<file path="config.mk">
export PLATFORM = sky130hd
export DESIGN_NAME = score_buffer
export DESIGN_NICKNAME = d
export VERILOG_FILES = /design/src/rtl/score_buffer.sv
export SDC_FILE = /design/constraint.sdc
export NUM_CORES = 1
export LEC_CHECK = 0
export BUFFER_PORTS_ARGS = -buffer_cell sky130_fd_sc_hd__buf_4
export CORE_MARGIN = 2
export CORE_UTILIZATION = 55
export CTS_BUF_LIST = sky130_fd_sc_hd__clkbuf_16
export DETAILED_ROUTE_END_ITERATION = 10
export HOLD_SLACK_MARGIN = 0.05
export PLACE_DENSITY_LB_ADDON = 0.25
export SETUP_SLACK_MARGIN = 0.3
export SLEW_MARGIN = 25
export SYNTH_ARGS = -nofsm -noshare
export SYNTH_HDL_FRONTEND = slang
export SYNTH_SLANG_ARGS = --single-unit
</file>
<file path="constraint.sdc">
create_clock -name Clk -period 23 [get_ports Clk]
set_clock_uncertainty 0.15 [all_clocks]
set_input_delay 6.9 -clock Clk [delete_from_list [all_inputs] [get_ports Clk]]
set_output_delay 6.9 -clock Clk [all_outputs]
set_load 0.02 [all_outputs]
</file>
<file path="src/rtl/score_buffer.sv">
// Collects per-class float32 scores into a parallel bank and holds the frame for argmax.
// Optional running max tracking under SCORE_RUNMAX_EN.
module score_buffer #(
    parameter int unsigned N_SCORES = 10,
    parameter int unsigned IDX_W    = 5
) (
    input  logic                         Clk,
    input  logic                         Reset,
    input  logic                         clear,
    input  logic                         in_valid,
    output logic                         in_ready,
    input  logic [31:0]                  in_data,
    input  logic                         in_last,
    output logic [N_SCORES-1:0][31:0]    scores,
    output logic                         scores_valid,
    input  logic                         consume,
    output logic                         err,
    output logic [IDX_W-1:0]             max_idx,
    output logic [31:0]                  max_score
);

    localparam logic [IDX_W-1:0] LAST_IDX = IDX_W'(N_SCORES - 1);

    typedef enum logic {
        FILL = 1'b0,
        FULL = 1'b1
    } state_t;

    state_t                      r_state;
    logic [IDX_W-1:0]            r_count;
    logic [N_SCORES-1:0][31:0]   r_scores;
    logic                        r_ready;
    logic                        r_valid;
    logic                        r_err;
    logic                        w_beat;
    logic                        w_last_pos;

    assign w_beat     = in_valid && r_ready;
    assign w_last_pos = (r_count == LAST_IDX);

`ifdef SCORE_RUNMAX_EN
    logic [IDX_W-1:0]            r_max_idx;
    logic [31:0]                 r_max_score;

    // Signed IEEE ordering; +0 and -0 are equal, so neither is greater.
    function automatic logic f_gt(input logic [31:0] a, input logic [31:0] b);
        if ((a[30:0] == 31'd0) && (b[30:0] == 31'd0))
            return 1'b0;
        if (a[31] != b[31])
            return !a[31];
        if (!a[31])
            return a[30:0] > b[30:0];
        return a[30:0] < b[30:0];
    endfunction
`endif

    always_ff @(posedge Clk or posedge Reset) begin
        if (Reset) begin
            r_state  <= FILL;
            r_count  <= '0;
            r_scores <= '0;
            r_ready  <= 1'b1;
            r_valid  <= 1'b0;
            r_err    <= 1'b0;
`ifdef SCORE_RUNMAX_EN
            r_max_idx   <= '0;
            r_max_score <= '0;
`endif
        end else if (clear) begin
            r_state <= FILL;
            r_count <= '0;
            r_ready <= 1'b1;
            r_valid <= 1'b0;
            r_err   <= 1'b0;
`ifdef SCORE_RUNMAX_EN
            r_max_idx   <= '0;
            r_max_score <= '0;
`endif
        end else begin
            case (r_state)
                FILL: begin
                    if (w_beat) begin
                        for (int i = 0; i < int'(N_SCORES); i++) begin
                            if (r_count == IDX_W'(i))
                                r_scores[i] <= in_data;
                        end
                        // Frame length is fixed by count; in_last only flags errors.
                        if (in_last != w_last_pos)
                            r_err <= 1'b1;
`ifdef SCORE_RUNMAX_EN
                        if ((r_count == '0) || f_gt(in_data, r_max_score)) begin
                            r_max_idx   <= r_count;
                            r_max_score <= in_data;
                        end
`endif
                        if (w_last_pos) begin
                            r_state <= FULL;
                            r_count <= '0;
                            r_ready <= 1'b0;
                            r_valid <= 1'b1;
                        end else begin
                            r_count <= r_count + IDX_W'(1);
                        end
                    end
                end
                FULL: begin
                    if (consume) begin
                        r_state <= FILL;
                        r_ready <= 1'b1;
                        r_valid <= 1'b0;
                    end
                end
                default: begin
                    r_state <= FILL;
                    r_count <= '0;
                    r_ready <= 1'b1;
                    r_valid <= 1'b0;
                end
            endcase
        end
    end

    assign in_ready     = r_ready;
    assign scores       = r_scores;
    assign scores_valid = r_valid;
    assign err          = r_err;

`ifdef SCORE_RUNMAX_EN
    assign max_idx   = r_max_idx;
    assign max_score = r_max_score;
`else
    assign max_idx   = '0;
    assign max_score = '0;
`endif

endmodule

</file>
=== Word-level counts from Yosys, hierarchy flattened ===
Cells that the tools add are included.

* Flip-flop bits (word level): 329
* Logic and storage cells: 72
* Memory bits (read-only): 0
* Output and inout port bits: 360
* Bits in latches: 0
* RAM bits: 0
* Memories kept: 0
* Input bits: 38

* $add $sub $neg: 1
* Reduce and logical (&&, ||, !) cells: 17
* Equal/unequal tests: 14
* Divide/modulo/power cells: 0
* Shift-type cells: 0
* Multiply operators: 0
* Muxes and demuxes: 23
* Magnitude comparators: 0
* Bitwise gates (word level): 2

{| class="wikitable"
|+ Operator list
! cell !! number
|-
| $reduce_and 4->1 || 10
|-
| $eq 5x3->1 const B || 4
|-
| $mux 5 || 4
|-
| $mux 1 || 16
|-
| $eq 5x2->1 const B || 2
|-
| $eq 5x4->1 const B || 2
|-
| $ne 3x3->1 const B || 3
|-
| $pmux 1 s2 || 3
|-
| $reduce_and 3->1 || 2
|-
| $add 5x1->5 const B || 1
|-
| $eq 5x1->1 const B || 1
|-
| $logic_not 5->1 || 1
|-
| $reduce_bool 2->1 || 2
|-
| $ne 2x2->1 const B || 1
|-
| $not 1->1 || 2
|-
| $reduce_and 2->1 || 1
|-
| $logic_and 1x1->1 || 1
|-
| $ne 1x1->1 || 1
|}

=== Longest topological paths before layout ===
Gate-level depths: netlist of the first run.

* Depth in word-level cells: 6
* Mapped depth: 6
* Depth with buffers taken out: 5

=== Worst setup path after synthesis of the first run ===
OpenSTA, ideal clock, no wires.

* Kind: input -> register
* Start point: input port clear
* End point: register r_scores (netlist bit scores[275])
* Buffers on the path: 2
* Library setup time: 0.125 ns
* Cell stages on the path: 5
* Slack: 14.627 ns
* Data arrival time: 8.098 ns
* Required time: 22.725 ns
* Path through: nor3_2 -> and3_1 -> clkbuf_2 -> buf_4 -> mux2_2

* Word-level cells in the longest chain between the ends: 2

{| class="wikitable"
|+ Ends and longest elaborated chain
! what !! line !! RTL
|-
| start, declared || 9 || <nowiki>input logic clear,</nowiki>
|-
| $not 1->1 (no source line) || - ||
|-
| $reduce_and 4->1 (no source line) || - ||
|-
| end signal, assigned by index || 85 || <nowiki>r_scores[i] <= in_data;</nowiki>
|-
| end, declared || 31 || <nowiki>logic [N_SCORES-1:0][31:0] r_scores;</nowiki>
|}

No other way between the ends.
A chain may end at the register's enable or synchronous reset.

=== Worst setup path after layout of the first run ===
* Start point: input port clear
* End point: register r_scores (netlist bit scores[13])

The elaborated chain is that of the path after synthesis.

==> run metrics, run 1 <==
Max-cap violations 0; initial antenna violation count 0; Peak Freq ~110 MHz; Std-Cell Rows 55; EDFF count, synth 0; Slew headroom 0.315; crit path cell chain buf_4 > nor3_4 > nand3_2 > mux2_2; Post-CTS Setup Inserts 0; Mapped Area 12800 um2; Port Buf Inserts 360; Total Die Area 24500 um2; Avg Cell Area, Syn around 16 um2; Clk pin slew, worst setup/hold paths around 0.05 ns; CTS tree yes; Top Ports 398; CP Buf/Inv Count 1; min Tclk post-route 9.02 ns; Total GRT Usage 0.269; Hold-fix buffers, CTS 0; clock sinks 329; drt total wl roughly 33 mm; Yosys warning total 0; total grt overflow 0; Int Power roughly 1200 uW; Seq cells post-synth ~330; clock group share of total power 0.359; unrepaired setup endpoints after global routing no; DIE HEIGHT approximately 160 um; area growth from synthesis to layout 30.9%; TNS Setup 0 ns; Required @ worst endpoint about 23 ns; Final nets roughly 1200; share of cells above drive strength 1 0.641; Die Wd 156 um; Reg area 8230 um2; Setup crit start clear; setup slack, reg-to-reg between 20 and 25 ns; Final Max Tran Viols 0; multi-input logic area between 4000 and 5000 um2; H-tree depth 2; Bufs on Longest Clock Path 3; final setup vio count 0; Critical Path AT between 9 and 10 ns; final routed DRC violation total 0; via/cell ratio about 5.4; kind of critical path in2reg; largest net degree at the start of global routing around 140; Vias ~8000; CTS Buf Count 35; core area approximately 23000 um2; First-pass DRT Iterations 4; sequential area share after synthesis 0.644; CTS resizes 0; status finished clean; Detailed Route Iter0 Violations slightly below 300; share of power burned in combinational logic 0.211; Starting Density 0.563; period utilization 0.392; Sw Ratio 0.282; Critical Path Max Stage Delay 0.95 ns; grt met2 use 0.454; wire length per cell around 23 um; Worst Tran Pin Value around 1.0 ns; hold slack final about 0.35 ns; GR Util met1 0.331; GRT Max-Usage Layer met2; CP Launch Type input port; worst vdd ir ~76 uV; DPL Wire Length ~22 mm; GR Util met3 0.0750; crit end category flip-flop; number of global-route vias before repair a little over 8000; top cell family by delay on the critical path simple AND/OR/NAND/NOR gates; Flop pwr share 0.430; cell with the largest stage delay on the worst path nand3_2; Crit Reg-Reg Startpoint r_count[4]; leak pwr 0.00890 uW; count of cell types in the netlist 34; Hold Crit Start scores[278]; worst min-delay path class reg2reg; Ant. Diodes 0; Async SR Flop Fraction 1.00; Worst-Skew Late Latency 0.50 ns; Main synth FF type dfrtp_1; CP Max Fanout 32; pwr dens around 96 nW/um2; first-pass GRT wire length roughly 49 mm; Mapped Cells 808; GP Congestion roughly 0.85; Fillers roughly 1500; DRT antenna net count 0; P_sw approximately 450 uW; root buffer selected by CTS clkbuf_16; final hold violation count 0
-- power groups by stage --
stage / registers [uW] / clock network, uW / logic (uW)
floorplan: 786 / 0 / 92.6
global placement: 698 / 0 / 336
detailed placement: 702 / 0 / 341
CTS: 693 / 592 / 342
global route: 701 / 613 / 356
finish: 693 / 579 / 340
-- worst register-to-register path: cells and delay by family, from the launching register on --
family / cells / cell delay (ns)
and+or+nand+nor: 2 / 1.55
muxes: 1 / 0.63
DFF: 1 / 0.44
-- final timing paths --
kind | end | cells past startpoint
worst min register to register | scores[278] | 1
min in group asynchronous | scores[184] | 2
max in group asynchronous | scores[13] | 4
worst max register to register | scores[13] | 3
worst max-delay path | scores[13] | 4
worst min-delay path | scores[278] | 1
-- final cells by class --
cell class | instances | area share
Inverter | 3 | 0.00142
Clock buffer | 37 | 0.0553
Clock inverter | 23 | 0.0156
Sequential cell | 329 | 0.492
Tap cell | 285 | 0.0213
Timing Repair Buffer | 364 | 0.164
Multi-Input combinational cell | 410 | 0.251
-- placed cells by master, fill, tap and decap left out, types with 2 or more instances in the layout --
cell type / instances
nand3_2: 3
nor2b_1: 2
conb_1: 37
clkbuf_16: 37
nand2_1: 5
or3_1: 4
dfrtp_1: 328
inv_1: 7
clkinv_1: 6
clkinv_4: 2
and4bb_2: 2
bufinv_16: 6
a31oi_1: 2
and4b_1: 2
buf_4: 362
clkinv_2: 3
ha_1: 4
nand3_4: 5
mux2_2: 318
buf_6: 2
a21oi_1: 7
mux2_1: 2
nand3b_1: 3
-- metal layers --
layer	up-vias	wire length, um	share of wire
met1	4018	12700	0.38
met4	0	1320	0.040
met3	76	2530	0.076
met5	-	0	0
met2	313	16500	0.50
li1	3403	-	-
-- registers in the layout, summed over array words and instances, names as in the netlist --
register,count
scores,320
r_count,5
scores_valid,1
r_state,1
in_ready,1
err,1
-- synth_stat cells, types with 2 or more instances --
cell type	instances	area [um2]
or3_1	4	25.0
clkbuf_2	2	10.0
inv_1	3	11.3
a31oi_1	2	12.5
buf_1	32	120
nand3_1	9	45.0
a21oi_1	7	35.0
nor2b_1	2	12.5
and4b_1	2	20.0
and4bb_2	2	25.0
nand2_1	5	18.8
dfrtp_1	328	8210
nand3b_1	3	22.5
buf_4	40	300
mux2_1	2	22.5
ha_1	4	50.1
mux2_2	318	3580
buf_2	27	135
-- stage by stage --
step / cell area [um2] / total power [uW] / std cells / setup slack, ns / util
finish: 16700 / 1610 / 1451 / 13.98 / 0.737
global route: 16700 / 1670 / 1451 / 13.88 / 0.737
CTS: 16700 / 1630 / 1451 / 13.95 / 0.734
detailed placement: 15500 / 1040 / 1391 / 13.42 / 0.682
global placement: 15500 / 1030 / 1391 / 13.50 / 0.682
floorplan: 12900 / 879 / 844 / 6.84 / -
-- cell families after synthesis --
family | share of synthesized area
flip-flops | 0.644
adder cells (fa/ha/maj) | 0.00391
AND/OR/NAND/NOR | 0.0188
other | 0.000293
buffers and inverters | 0.0454
XOR/XNOR | 0.000685
AO/OA/AOI/OAI | 0.00528
multiplexers | 0.282
No activity file was read; power rests on OpenSTA's default activity.
==> inputs of run 2 (changes only) <==
CORE_UTILIZATION = 51   (was 55)
clock period = 8.9 ns   (was 23 ns; I/O delays follow)
==> run 2 against run 1 <==
Net effect:
- clock-buffer cell count fell by 1
- die area up 7.6%
- setup slack worse by 9.8 ns
- register-to-register slack worse by 14 ns
- clock power rose by 120%
==> run metrics, run 2 (synthesized netlist as in run 1, its figures left out) <==
area growth from synthesis to layout 30.4% (was 30.9%); final routed DRC violation total 0 (unchanged); GRT Max-Usage Layer met2 (unchanged); GR Util met1 0.308 (was 0.331); WHS Path Cells 1 (unchanged); Final Max Tran Viols 0 (unchanged); crit path cell chain buf_4 > nor3_4 > and3_2 > mux2_2 (was buf_4 > nor3_4 > nand3_2 > mux2_2); Detailed Route Iter0 Violations 437 (was 293); Crit path depth 4 (unchanged); cell with the largest stage delay on the worst path and3_2 (was nand3_2); Hold Crit Start scores[314] (was scores[278]); wire length per cell 21.5 um (was 22.8 um); reg2reg path depth 3 (unchanged); worst vdd ir 170 uV (was 76.0 uV); CP Buf/Inv Count 1 (unchanged); via/cell ratio 5.30 (was 5.38); H-tree depth 2 (unchanged); top cell family by delay on the critical path simple AND/OR/NAND/NOR gates (unchanged); Die Wd 162 um (was 156 um); min Tclk post-route 4.70 ns; number of global-route vias before repair 8282 (was 8186); Clk pin slew, worst setup/hold paths 0.06 ns (was 0.05 ns); Final nets 1187 (was 1185); Hold-fix buffers, CTS 0 (unchanged); Worst Tran Pin Value 1.01 ns (was 1.03 ns); leak pwr 0.00886 uW (was 0.00890 uW); share of cells above drive strength 1 0.634 (was 0.641); Required @ worst endpoint 9.14 ns (was 23.22 ns); GP Congestion 0.879 (was 0.851); Crit Reg-Reg Startpoint r_state (was r_count[4]); root buffer selected by CTS clkbuf_16 (unchanged); Critical Path AT 4.94 ns (was 9.25 ns); Slew headroom 0.326 (was 0.315); Critical Path Max Stage Delay 1.01 ns (was 0.95 ns); Worst-Skew Late Latency 0.50 ns (about the same); status finished clean (unchanged); commonest non-fill, non-tap cell in the layout buf_4 (unchanged); Setup crit start clear (unchanged); CP Max Fanout 32 (unchanged); drt total wl 32.1 mm (was 33.1 mm); CTS resizes 0 (unchanged); Max-cap violations 0 (unchanged); Total Die Area 26400 um2 (was 24500 um2); GR Util met3 0.0741 (was 0.0750); total grt overflow 0 (unchanged); grt met2 use 0.403 (was 0.454); DPL Wire Length 21.4 mm (was 22.4 mm); final setup vio count 0 (unchanged); Vias 7909 (was 7810); worst min-delay path class reg2reg (unchanged); Post-CTS Setup Inserts 0 (unchanged); clock sinks 329 (unchanged); crit end category flip-flop (unchanged); Ant. Diodes 0 (unchanged); period utilization 0.528; CP Launch Type input port (unchanged); initial antenna violation count 0 (unchanged); CTS Buf Count 35 (unchanged); Std-Cell Rows 57 (was 55); unrepaired setup endpoints after global routing no (unchanged); pwr dens 237 nW/um2 (was 96.3 nW/um2); hold slack final 0.350 ns (was 0.351 ns); largest net degree at the start of global routing 190 (was 138); core area 24500 um2 (was 22700 um2); DIE HEIGHT 162 um (was 156 um); Port Buf Inserts 360 (unchanged); final hold violation count 0 (unchanged); Top Ports 398 (unchanged); first-pass GRT wire length 49.4 mm (about the same); Peak Freq 213 MHz; Bufs on Longest Clock Path 3 (unchanged); Total GRT Usage 0.245 (was 0.269); First-pass DRT Iterations 4 (unchanged); DRT antenna net count 0 (unchanged); commonest non-fill, non-tap cells in the layout buf_4 (363), dfrtp_1 (328), mux2_2 (318) (was buf_4 (362), dfrtp_1 (328), mux2_2 (318)); TNS Setup 0 ns (unchanged); kind of critical path in2reg (unchanged); Starting Density 0.523 (was 0.563); Largest register FFs 320 (unchanged); CTS tree yes (unchanged)
[run 2: cell count changes in the layout (fill, tap and decap cells not counted), sizes merged]
cell,previous run,this run
bufinv,6,0
buf,364,366
inv,7,15
clkbuf,37,36
[run 2: final timing paths]
check	endpoint	slack [ns]
worst min register to register	scores[314]	0.35
min in group asynchronous	scores[254]	2.00
worst max-delay path	scores[281]	4.20
max in group asynchronous	scores[141]	5.28
worst max register to register	scores[281]	6.08
worst min-delay path	scores[314]	0.35
[run 2: per-stage QoR]
| stage | cell area [um2] | util | cells | setup WS [ns] | power, uW |
|---|---|---|---|---|---|
| after detailed placement | 15600 | 0.637 | 1431 | 3.32 | 2680 |
| after CTS | 16600 | 0.679 | 1492 | 3.85 | 3980 |
| after global placement | 15600 | 0.636 | 1431 | 3.53 | 2660 |
| final | 16700 | 0.682 | 1493 | 4.20 | 3950 |
| after global routing | 16700 | 0.682 | 1493 | 4.10 | 4120 |
| after floorplan | 12900 | - | 844 | 1.69 | 2270 |
[run 2: metal layers]
metal / share of wire / up-vias
li1: - / 3422
met1: 0.40 / 4103
met2: 0.48 / 323
met3: 0.086 / 61
met4: 0.034 / 0
met5: 0 / -
[run 2: layout make-up]
cell class                 count  area (um2)
sequential                   329        8230
inverter                       3        15.0
clock buffer                  36         901
fill                        1763        7790
timing repair buffer         366        2780
tap                          324         405
multi-input combinational    410        4210
clock inverter                25         123
[run 2: report_power, final]
group          internal (uW)  switching [uW]
clock                    732             564
sequential              1680             101
combinational            386             483
[run 2: worst reg2reg max path: cells and delay by family (launching register included)]
family,cells,cell delay (ns)
simple gates,2,1.64
flops,1,0.49
mux,1,0.44
